<file path="config.mk">
export PLATFORM = sky130hd
export DESIGN_NAME = adc_conditioner
export DESIGN_NICKNAME = d
export VERILOG_FILES = /design/src/rtl/adc_conditioner.sv
export SDC_FILE = /design/constraint.sdc
export NUM_CORES = 1
export LEC_CHECK = 0
export CAP_MARGIN = 5
export CORE_ASPECT_RATIO = 0.8
export CORE_MARGIN = 3
export CORE_UTILIZATION = 30
export CTS_BUF_LIST = sky130_fd_sc_hd__clkbuf_16
export CTS_CLUSTER_DIAMETER = 40
export DETAILED_ROUTE_END_ITERATION = 8
export HOLD_SLACK_MARGIN = 0.12
export PLACE_DENSITY = 0.5
export SLEW_MARGIN = 40
export SYNTH_ARGS = -nofsm -noshare
export SYNTH_HDL_FRONTEND = slang
export SYNTH_SLANG_ARGS = --single-unit
</file>
<file path="constraint.sdc">
create_clock -name i_clock -period 4.7 [get_ports i_clock]
set_input_delay 1.175 -clock i_clock [delete_from_list [all_inputs] [get_ports i_clock]]
set_output_delay 1.175 -clock i_clock [all_outputs]
set_load 0.05 [all_outputs]
</file>
<file path="src/rtl/adc_conditioner.sv">
// ADC conditioner: offset calibration (CAL), then offset correction and moving-average filtering (RUN).
// Define ADC_COND_DAC_EN to build the registered offset-binary DAC copy on o_dac; otherwise o_dac is tied to 0.
module adc_conditioner #(
  parameter int CAL_LOG2 = 8,
  parameter int AVG_LOG2 = 2,
  parameter int INVERT   = 1
) (
  input  logic               i_clock,
  input  logic               i_RESET,
  input  logic signed [13:0] i_data,
  input  logic               i_valid,
  input  logic               i_or,
  input  logic               i_cal_start,
  input  logic               i_or_clr,
  output logic signed [13:0] o_data,
  output logic               o_valid,
  output logic signed [13:0] o_offset,
  output logic               o_cal_busy,
  output logic               o_or_latch,
  output logic        [13:0] o_dac
);

  localparam int ACC_W = 15 + CAL_LOG2;
  localparam int AVG_N = 1 << AVG_LOG2;
  localparam int SUM_W = 15 + AVG_LOG2;

  localparam logic signed [ACC_W-1:0] ACC_POS = ACC_W'(8191);
  localparam logic signed [ACC_W-1:0] ACC_NEG = -ACC_POS;

  typedef enum logic {
    ST_CAL,
    ST_RUN
  } state_t;

  function automatic logic signed [13:0] sat14(input logic signed [15:0] v);
    if (v > 16'sd8191)       return 14'sd8191;
    else if (v < -16'sd8191) return -14'sd8191;
    else                     return v[13:0];
  endfunction

  state_t                     state_q, state_d;
  logic signed [ACC_W-1:0]    acc_q, acc_d;
  logic        [CAL_LOG2-1:0] cnt_q, cnt_d;
  logic signed [13:0]         offset_q, offset_d;
  logic signed [13:0]         c_q, c_d;
  logic                       c_vld_q, c_vld_d;
  logic signed [13:0]         hist_q [AVG_N];
  logic signed [13:0]         hist_d [AVG_N];
  logic signed [SUM_W-1:0]    sum_q, sum_d;
  logic signed [13:0]         data_q, data_d;
  logic                       valid_q, valid_d;
  logic                       or_latch_q, or_latch_d;

  logic signed [14:0]         data_ext;
  logic signed [14:0]         s;
  logic signed [ACC_W-1:0]    acc_sum;
  logic signed [ACC_W-1:0]    acc_avg;
  logic signed [13:0]         offset_sat;
  logic signed [15:0]         diff;
  logic signed [SUM_W-1:0]    sum_new;

  // 15-bit pre-processing keeps -(-8192) = +8192 representable.
  always_comb begin
    data_ext   = {i_data[13], i_data};
    s          = (INVERT != 0) ? (15'sd0 - data_ext) : data_ext;
    acc_sum    = acc_q + {{(ACC_W-15){s[14]}}, s};
    acc_avg    = acc_sum >>> CAL_LOG2;
    if (acc_avg > ACC_POS)      offset_sat = 14'sd8191;
    else if (acc_avg < ACC_NEG) offset_sat = -14'sd8191;
    else                        offset_sat = acc_avg[13:0];
    diff       = {s[14], s} - {{2{offset_q[13]}}, offset_q};
    sum_new    = sum_q + {{(SUM_W-14){c_q[13]}}, c_q}
                       - {{(SUM_W-14){hist_q[AVG_N-1][13]}}, hist_q[AVG_N-1]};
  end

  always_comb begin
    // NOTE: every signal driven here gets a default first, so no path can infer a latch.
    state_d    = state_q;
    acc_d      = acc_q;
    cnt_d      = cnt_q;
    offset_d   = offset_q;
    c_d        = c_q;
    c_vld_d    = 1'b0;
    hist_d     = hist_q;
    sum_d      = sum_q;
    data_d     = data_q;
    valid_d    = 1'b0;
    or_latch_d = or_latch_q;

    // Set is applied after clear so a coincident set wins.
    if (i_or_clr)         or_latch_d = 1'b0;
    if (i_valid && i_or)  or_latch_d = 1'b1;

    case (state_q)
      ST_CAL: begin
        data_d = '0;
        hist_d = '{default: '0};
        sum_d  = '0;
        if (i_cal_start) begin
          acc_d = '0;
          cnt_d = '0;
        end else if (i_valid) begin
          acc_d = acc_sum;
          cnt_d = cnt_q + 1'b1;
          if (cnt_q == {CAL_LOG2{1'b1}}) begin
            offset_d = offset_sat;
            acc_d    = '0;
            cnt_d    = '0;
            state_d  = ST_RUN;
          end
        end
      end
      ST_RUN: begin
        if (i_cal_start) begin
          // The sample in flight in c_q is dropped by leaving c_vld_d low.
          state_d = ST_CAL;
          data_d  = '0;
          hist_d  = '{default: '0};
          sum_d   = '0;
        end else begin
          if (i_valid) begin
            c_d     = sat14(diff);
            c_vld_d = 1'b1;
          end
          if (c_vld_q) begin
            for (int i = 1; i < AVG_N; i++) hist_d[i] = hist_q[i-1];
            hist_d[0] = c_q;
            sum_d     = sum_new;
            data_d    = 14'(sum_new >>> AVG_LOG2);
            valid_d   = 1'b1;
          end
        end
      end
      default: state_d = ST_CAL;
    endcase
  end

  always_ff @(posedge i_clock) begin
    // NOTE: state registers use non-blocking assignments so every flop samples pre-edge values.
    if (i_RESET) begin
      state_q    <= ST_CAL;
      acc_q      <= '0;
      cnt_q      <= '0;
      offset_q   <= '0;
      c_q        <= '0;
      c_vld_q    <= 1'b0;
      // NOTE: the filter history is reset like any flop because the running sum depends on it.
      hist_q     <= '{default: '0};
      sum_q      <= '0;
      data_q     <= '0;
      valid_q    <= 1'b0;
      or_latch_q <= 1'b0;
    end else begin
      state_q    <= state_d;
      acc_q      <= acc_d;
      cnt_q      <= cnt_d;
      offset_q   <= offset_d;
      c_q        <= c_d;
      c_vld_q    <= c_vld_d;
      hist_q     <= hist_d;
      sum_q      <= sum_d;
      data_q     <= data_d;
      valid_q    <= valid_d;
      or_latch_q <= or_latch_d;
    end
  end

`ifdef ADC_COND_DAC_EN
  logic [13:0] dac_q, dac_d;

  // Offset-binary: -8191 maps to 0, +8191 to 16382.
  always_comb begin
    dac_d = $unsigned(data_d) + 14'd8191;
  end

  always_ff @(posedge i_clock) begin
    if (i_RESET) dac_q <= '0;
    else         dac_q <= dac_d;
  end

  assign o_dac = dac_q;
`else
  assign o_dac = '0;
`endif

  assign o_data     = data_q;
  assign o_valid    = valid_q;
  assign o_offset   = offset_q;
  assign o_cal_busy = (state_q == ST_CAL);
  assign o_or_latch = or_latch_q;

endmodule

</file>
Word level (Yosys, flattened, before mapping):

Index checks and enable logic that the tools add are counted.
Widths: inputs -> output; s select.

* flip-flop bits (word level): 150
* bits in latches: 0
* memory bits (writable): 0
* ROM bits: 0
* bits of input ports: 20
* output and inout bits: 45
* memories: 0

* add/sub/neg operators: 6
* $mul: 0
* divide/modulo/power cells: 0
* order comparisons: 4
* eq/ne operators: 2
* shifts and indexed selects: 0
* muxes and demuxes: 28
* bitwise logic cells: 2
* reduce and logical (&&, ||, !) cells: 7

Operators by type and width (number)
* $mux 56: 2
* $pmux 56 s2: 1
* $mux 14: 6
* $mux 23: 3
* $mux 17: 2
* $pmux 17 s2: 1
* $pmux 14 s2: 1
* $mux 8: 3
* $add 23x23->23: 1
* $add 17x17->17: 1
* $sub 17x17->17: 1
* $gt 16x14->1 const B: 1
* $lt 16x14->1 const B: 1
* $sub 15x14->16: 1
* $gt 15x14->1 const B: 1
* $lt 15x14->1 const B: 1
* $sub 1x14->15 const A: 1
* $add 8x1->8 const B: 1
* $eq 8x8->1 const B: 1
* $mux 1: 8
* $reduce_and 4->1: 1
* $reduce_bool 2->1: 2
* $ne 3x2->1 const B: 1
* $reduce_and 3->1: 1
* other kinds (5): 6

Longest topological paths before layout:

Gate-level depths: netlist (run 1).

* depth after elaboration: 5
* mapped depth: 16

Least setup slack after synthesis (run 1):

OpenSTA, ideal clock, no wires.

* kind: input-to-reg
* start: in i_data[4]
* end: reg offset_q[10], in the netlist o_offset[10]
* setup time: 0.117 ns
* arrival: 4.465 ns
* path slack: 0.119 ns
* stages: 16
* buffers on the path: 1
* cells stage by stage: or4_4 > nor2_1 > nand2_1 > nor3_1 > xnor2_1 > ha_1 > clkbuf_1 > a21o_1 > or3_1 > o311ai_1 > mux2i_1 > nor4_1 > nand4_1 > nor3_2 > a311oi_4 > a22o_1

* longest elaborated chain between the ends: 5

Ends and longest elaborated chain
* start, declared: RTL line 10 `input logic signed [13:0] i_data,`
* $sub 1x14->15 (*): RTL line 65 `s = (INVERT != 0) ? (15'sd0 - data_ext) : data_ext;`
* $add 23x23->23 (*): RTL line 66 `acc_sum = acc_q + {{(ACC_W-15){s[14]}}, s};`
* $lt 15x14->1: RTL line 69 `else if (acc_avg < ACC_NEG) offset_sat = -14'sd8191;`
* $mux 14: RTL line 69
* $mux 14 (*): RTL line 68 `if (acc_avg > ACC_POS) offset_sat = 14'sd8191;`
* end signal, assigned: RTL line 157 `offset_q <= offset_d;`
* end, declared: RTL line 44 `logic signed [13:0] offset_q, offset_d;`

Mark *: on every way between the ends. The rest lies on a longest branch, timed or not.
A chain may end at the register's enable or synchronous reset.

Worst setup path in the final report (run 1):

* start: in i_data[8]
* end: reg offset_q[5], in the netlist o_offset[5]

The elaborated chain is that of the path after synthesis.

==> impl_metrics.env, run 1 <==
export IMPL_hold_viol=0
export IMPL_pre_cts_ws_ps=-784
export IMPL_grt_busiest_layer="met2"
export IMPL_path_max_fanout=5
export IMPL_detail_route_first_pass_iterations=5
export IMPL_critPathLaunchType="input port"
export IMPL_max_freq_ghz=0.219
export IMPL_irDropWorstVdd_mv=0.227
export IMPL_synth_area_leader_cell="dfxtp_1"
export IMPL_fillers=2864
export IMPL_fin_skew_ps=15.9
export IMPL_p_leak_nw=4.79
export IMPL_die_y_um=159
export IMPL_detail_route_antenna_nets=0
export IMPL_synthFlopType="dfxtp_1"
export IMPL_syn_mean_instance_area_um2=8.50
export IMPL_cts_tree="built"
export IMPL_slew_viol_final=0
export IMPL_seq_area_frac_synth_pct=30.9
export IMPL_grt_use_met1_pct=22.5
export IMPL_synth_edf_count=0
export IMPL_grt_max_degree=72
export IMPL_htree_levels=4
export IMPL_routed_wl_um=23900
export IMPL_finalCritPeriodShare_pct=97.3
export IMPL_drt_iter0_drc=355
export IMPL_grt_pass1_vias=7692
export IMPL_status="completed"
export IMPL_r2r_start="o_offset[0]$_SDFFE_PP0P_"
export IMPL_vias_per_cell=4.78
export IMPL_portBuffers=50
export IMPL_sw_frac_of_total_pct=30.7
export IMPL_yosysUniqueCellTypes=76
export IMPL_min_from="acc_q[2]$_SDFFE_PP0P_"
export IMPL_grt_total_usage_pct=15.4
export IMPL_coreArea_um2=28500
export IMPL_critPathKind="in2reg"
export IMPL_combinationalPowerShare_pct=23.3
export IMPL_grt_use_met2_pct=23.2
export IMPL_synth_area_leaders="dfxtp_1, ha_1, mux2i_1"
export IMPL_dp_hpwl_um=17600
export IMPL_io_pins=65
export IMPL_hold_ws_ps=460
export IMPL_die_area_um2=31300
export IMPL_hp_class="reg2reg"
export IMPL_synth_warnings=0
export IMPL_num_vias=7744
export IMPL_yosysTopAreaCellShare_pct=30.9
export IMPL_grt_pass1_wl_um=39200
export IMPL_clk_insertion_delay_late_ps=440
export IMPL_crit_arrival_ps=4960
export IMPL_overflow=0
export IMPL_async_reset_ff_share_pct=0
export IMPL_start_util_pct=30.7
export IMPL_rsz0062_at_grt="yes"
export IMPL_pwr_share_seq_pct=35.5
export IMPL_globalplace_congestion=0.884
export IMPL_clock_root_buffer="clkbuf_16"
export IMPL_mappedNetlistArea_um2=8750
export IMPL_synth_cells=1029
export IMPL_slew_headroom_pct=47.7
export IMPL_finalCoreUtilization_pct=42.1
export IMPL_clk_pin_slew_ps=70
export IMPL_critPathCaptureType="flip-flop"
export IMPL_p_sw_mw=1.02
export IMPL_nets=1330
export IMPL_min_period_ps=4580
export IMPL_finalSetupViolations=0
export IMPL_antenna_found_initial=0
export IMPL_drc_errors=0
export IMPL_tns_ps=0
export IMPL_required_ps=5080
export IMPL_syn2layout_area_growth_pct=37.0
export IMPL_worst_pin_slew_ps=785
export IMPL_p_clk_share_pct=41.2
export IMPL_drv_cap=0
export IMPL_startpoint="i_data[8]"
export IMPL_drive_gt1_share_pct=25.5
export IMPL_die_w_um=197
export IMPL_clock_sinks=135
export IMPL_placed_area_um2=10700
export IMPL_diodes=0
export IMPL_layout_setup_ws_ps=125
export IMPL_grt_use_met3_pct=3.12
export IMPL_fin_area_um2=12000
export IMPL_cts_root_to_sink_buffers=2
export IMPL_power_density_nw_per_um2=276
export IMPL_wl_per_cell_um=14.8
export IMPL_rows=55
export IMPL_ys_ff_latch=135
export IMPL_cts_buffers_inserted=17
export IMPL_p_int_mw=2.29
-- final cells by class --
cell class | instances | area (um2) | area share, %
Clock inverter | 15 | 159 | 1.33
Timing Repair Buffer | 238 | 1960 | 16.4
Inverter | 103 | 387 | 3.23
Clock buffer | 17 | 425 | 3.55
Multi-Input combinational cell | 741 | 5880 | 49.1
Tap cell | 370 | 463 | 3.86
Sequential cell | 135 | 2710 | 22.6
-- flip-flops by register name (all words and copies together), names as in the netlist --
register / count
o_offset: 14
sum_q: 16
acc_q: 23
c_q: 14
o_or_latch: 1
cnt_q: 8
hist_q: 56
state_q: 1
c_vld_q: 1
o_valid: 1
-- routing by layer --
metal,up-vias,part of all wire [%]
li1,3974,-
met1,3638,52
met2,114,43
met3,18,4.1
met4,0,1.4
met5,-,0
-- power groups by stage --
stage | registers, mW | logic, mW | clock network [mW]
floorplan | 1.20 | 0.378 | 0
global placement | 1.20 | 0.677 | 0
detailed placement | 1.20 | 0.674 | 0
CTS | 1.17 | 0.708 | 1.40
global route | 1.17 | 0.838 | 1.44
finish | 1.17 | 0.769 | 1.36
-- path summary, 6_finish.rpt --
kind	endpoint	slack, ps	cells after the start
setup / recovery	o_offset[5]$_SDFFE_PP0P_	120	18
hold / removal	acc_q[2]$_SDFFE_PP0P_	460	2
setup reg to reg	c_q[3]$_SDFFE_PP0P_	1100	12
hold reg to reg	acc_q[2]$_SDFFE_PP0P_	460	2
-- cell usage after synthesis, types with 11 or more instances --
cell      instances
clkbuf_1         31
a22oi_1          14
dfxtp_1         135
inv_1           103
a22o_1           11
nand3_1          19
nor3_1           17
xnor2_1          30
nor2_1          145
a21o_1           15
ha_1             57
xor2_1           19
mux2i_1          66
buf_4            28
o21ai_0          20
nand2b_1         11
a21oi_1          57
fa_1             17
nand2_1          48
-- kinds of logic (layout without fill, tap and decap cells) --
logic type / Yosys count / count (layout) / synth area share, %
xor+xnor: 49 / 49 / 4.91
compound gates: 221 / 221 / 18.4
mux: 66 / 66 / 7.55
flops: 135 / 135 / 30.9
buf+inv: 166 / 373 / 8.32
other cells: 1 / 14 / 0.0429
simple gates: 317 / 317 / 17.8
fa+ha+maj: 74 / 74 / 12.0
-- layout by cell type (no fill, tap or decap), types with 6 or more instances in the layout --
cell type,Yosys,final
inv_1,103,101
nand3_1,19,17
conb_1,1,14
o21a_1,10,9
o21ai_1,8,8
a22oi_1,14,14
a211o_1,6,6
nor2_1,145,141
buf_4,28,182
clkbuf_16,0,17
xnor2_1,30,24
a221o_1,10,10
ha_1,57,50
nand2b_1,11,11
nor3_1,17,12
nand4_1,9,9
a22o_1,11,11
mux2i_1,66,66
dfxtp_1,135,134
a211oi_1,6,6
nand2_1,48,46
a311oi_1,6,6
or2_2,6,6
xor2_1,19,13
a21oi_1,57,48
or3_1,9,6
fa_1,17,17
o21ai_0,20,16
nor3_4,0,6
ha_4,0,7
a21oi_2,0,8
nand3b_1,6,6
a21o_1,15,15
nor2b_1,8,8
and3_1,9,7
clkdlybuf4s50_1,0,40
-- per-stage QoR --
| step | power, mW | cells |
|---|---|---|
| 2_1_floorplan | 1.57 | 1042 |
| 3_3_place_gp | 1.87 | 1568 |
| 3_5_place_dp | 1.87 | 1568 |
| 4_1_cts | 3.28 | 1614 |
| 5_1_grt | 3.45 | 1619 |
| 6_report | 3.30 | 1619 |
-- what timing repair did --
| item | CTS | global route |
|---|---|---|
| gates resized for setup | 56 | 60 |
| pin swaps | 25 | 33 |
| buffers inserted | 14 | 6 |
| gates cloned | 1 | 0 |
| setup endpoints to repair | 27 | 25 |
| hold buffers | 0 | 0 |
-- worst max-delay path, cell delays in order --
cell and delay, ps:
dlygate4sd2_1 260, or3_4 360, nor4_4 210, buf_4 160
and3_4 220, xnor2_4 100, ha_4 290, buf_4 90
buf_4 100, nand4_1 160, or3_1 350, o221a_1 230
o21bai_2 160, xor2_2 250, nor3_4 90, a311oi_4 340
bufbuf_16 310, a22o_1 110
Power figures use the tool's default switching activity.
==> run 2: changes to the inputs <==
--- a/config.mk
+++ b/config.mk
@@ -13,7 +13,7 @@
 export CTS_CLUSTER_DIAMETER = 40
 export DETAILED_ROUTE_END_ITERATION = 8
 export HOLD_SLACK_MARGIN = 0.12
-export PLACE_DENSITY = 0.5
+export PLACE_DENSITY = 0.54
 export SLEW_MARGIN = 40
 export SYNTH_ARGS = -nofsm -noshare
 export SYNTH_HDL_FRONTEND = slang
==> run 2 against run 1 <==
Effect of this change: register-to-register slack worse by 30 ps; largest power group unchanged; via count increased by 1.8%; critical path type unchanged; clock power is essentially flat; largest cell class unchanged.
==> impl_metrics.env, run 2 (synthesis results as in run 1) <==
export IMPL_power_density_nw_per_um2=275
export IMPL_drive_gt1_share_pct=26.3
export IMPL_grt_total_usage_pct=15.4
export IMPL_r2r_end="c_q[6]$_SDFFE_PP0P_"
export IMPL_portBuffers=50
export IMPL_finalCoreUtilization_pct=42.4
export IMPL_endpoint="o_offset[3]$_SDFFE_PP0P_"
export IMPL_critPathLaunchType="input port"
export IMPL_r2r_setup_slack_ps=1070
export IMPL_nets=1337
export IMPL_clock_root_buffer="clkbuf_16"
export IMPL_detail_route_antenna_nets=0
export IMPL_startpoint="i_data[5]"
export IMPL_route_met3_wl_um=740
export IMPL_routed_wl_um=24000
export IMPL_htree_levels=4
export IMPL_min_period_ps=4640
export IMPL_worst_pin_slew_ps=727
export IMPL_io_pins=65
export IMPL_antenna_found_initial=0
export IMPL_required_ps=5070
export IMPL_vias_per_cell=4.85
export IMPL_layout_commonest_cell="buf_4"
export IMPL_routedLengthMet1_um=12300
export IMPL_die_area_um2=31300
export IMPL_holdPathStages=2
export IMPL_grt_pass1_vias=7642
export IMPL_p_leak_nw=4.83
export IMPL_largest_reg_flops=56
export IMPL_clock_sinks=135
export IMPL_finalCritPeriodShare_pct=98.8
export IMPL_coreArea_um2=28500
export IMPL_drc_errors=0
export IMPL_grt_pass1_wl_um=39300
export IMPL_path_max_fanout=8
export IMPL_top_register="hist_q"
export IMPL_r2r_start="o_offset[0]$_SDFFE_PP0P_"
export IMPL_globalplace_congestion=0.871
export IMPL_p_total_mw=3.31
export IMPL_irDropWorstVdd_mv=0.234
export IMPL_syn2layout_area_growth_pct=38.0
export IMPL_r2r_cells=22
export IMPL_die_w_um=197
export IMPL_start_util_pct=30.7
export IMPL_overflow=0
export IMPL_dp_hpwl_um=17500
export IMPL_cts_tree="built"
export IMPL_biggestRegsByFlops="hist_q (56), acc_q (23), sum_q (16)"
export IMPL_ctsHoldBuffers=0
export IMPL_cts_root_to_sink_buffers=2
export IMPL_fin_skew_ps=11.9
export IMPL_rows=55
export IMPL_met2_length_um=10600
export IMPL_final_cell_mix="buf_4, nor2_1, dfxtp_1"
export IMPL_clk_pin_slew_ps=70
export IMPL_critPathKind="in2reg"
export IMPL_slew_viol_final=0
export IMPL_status="completed"
export IMPL_drv_cap=0
export IMPL_finalSetupViolations=0
export IMPL_drt_iter0_drc=480
export IMPL_die_y_um=159
export IMPL_max_freq_ghz=0.215
export IMPL_critPathCaptureType="flip-flop"
export IMPL_cts_buffers_inserted=17
export IMPL_clk_insertion_delay_late_ps=430
export IMPL_dr_max_layer_used="met4"
export IMPL_hold_viol=0
export IMPL_grt_max_degree=55
export IMPL_slew_headroom_pct=51.4
export IMPL_wl_per_cell_um=14.8
export IMPL_detail_route_first_pass_iterations=5
export IMPL_crit_arrival_ps=5010
export IMPL_num_vias=7884
export IMPL_hp_class="reg2reg"
export IMPL_diodes=0
[run 2: area by class of cell]
class / instances / area [um2]
Tap cell: 370 / 463
Timing Repair Buffer: 245 / 2040
Inverter: 103 / 387
Multi-Input combinational cell: 741 / 5900
Fill cell: 2846 / 16400
Clock buffer: 17 / 425
Clock inverter: 15 / 153
Sequential cell: 135 / 2710
[run 2: timing repair]
action,in CTS,in global routing
setup buffers,27,6
gates resized for setup,44,74
pin swaps,33,47
endpoints found under the hold margin,0,0
endpoints found under the setup margin,26,29
cloned,0,2
[run 2: worst max-delay path, cell delays in order]
cell and delay [ps]:
clkdlybuf4s15_1 190, or4_4 530, nor2_4 140, nand2_4 90
buf_6 140, nor3_4 140, xnor2_2 130, ha_4 330
o21ai_0 90, nor2_1 210, buf_4 150, buf_4 90
o21ai_0 60, a21oi_1 170, nor2_1 110, xnor2_2 280
nor4b_4 80, buf_4 160, a311oi_4 400, clkbuf_16 220
a22o_1 120
[run 2: worst min-delay path by stage]
stage	start	end	slack [ps]
6_report	acc_q[0]$_SDFFE_PP0P_	acc_q[0]$_SDFFE_PP0P_	450
5_1_grt	acc_q[2]$_SDFFE_PP0P_	acc_q[2]$_SDFFE_PP0P_	490
2_1_floorplan	acc_q[0]$_SDFFE_PP0P_	acc_q[0]$_SDFFE_PP0P_	440
4_1_cts	acc_q[0]$_SDFFE_PP0P_	acc_q[0]$_SDFFE_PP0P_	460
3_3_place_gp	acc_q[0]$_SDFFE_PP0P_	acc_q[0]$_SDFFE_PP0P_	440
3_5_place_dp	acc_q[0]$_SDFFE_PP0P_	acc_q[0]$_SDFFE_PP0P_	450
[run 2: report_power, final]
part           leakage, nW  switching, mW  total (mW)  internal, mW
clock network        0.285          0.595        1.35         0.750
registers             1.09         0.0126        1.17          1.16
logic                 3.45          0.400       0.795         0.396
[run 2: stage by stage]
step	cells	setup slack (ps)	TNS, ps	cell area [um2]	hold WS [ps]
2_1_floorplan	1042	119	0	8800	436
3_3_place_gp	1558	-630	-14660	10600	443
3_5_place_dp	1559	-659	-17290	10600	448
4_1_cts	1618	-1.07	-1.72	11600	459
5_1_grt	1626	-57.9	-350	12100	489
6_report	1626	57.0	0	12100	453
[run 2: layer usage]
layer / vias to the layer above / global-route usage [%]
li1: 4003 / -
met1: 3745 / 22.2
met2: 116 / 23.6
met3: 20 / 2.78
met4: 0 / 3.98
met5: - / 0
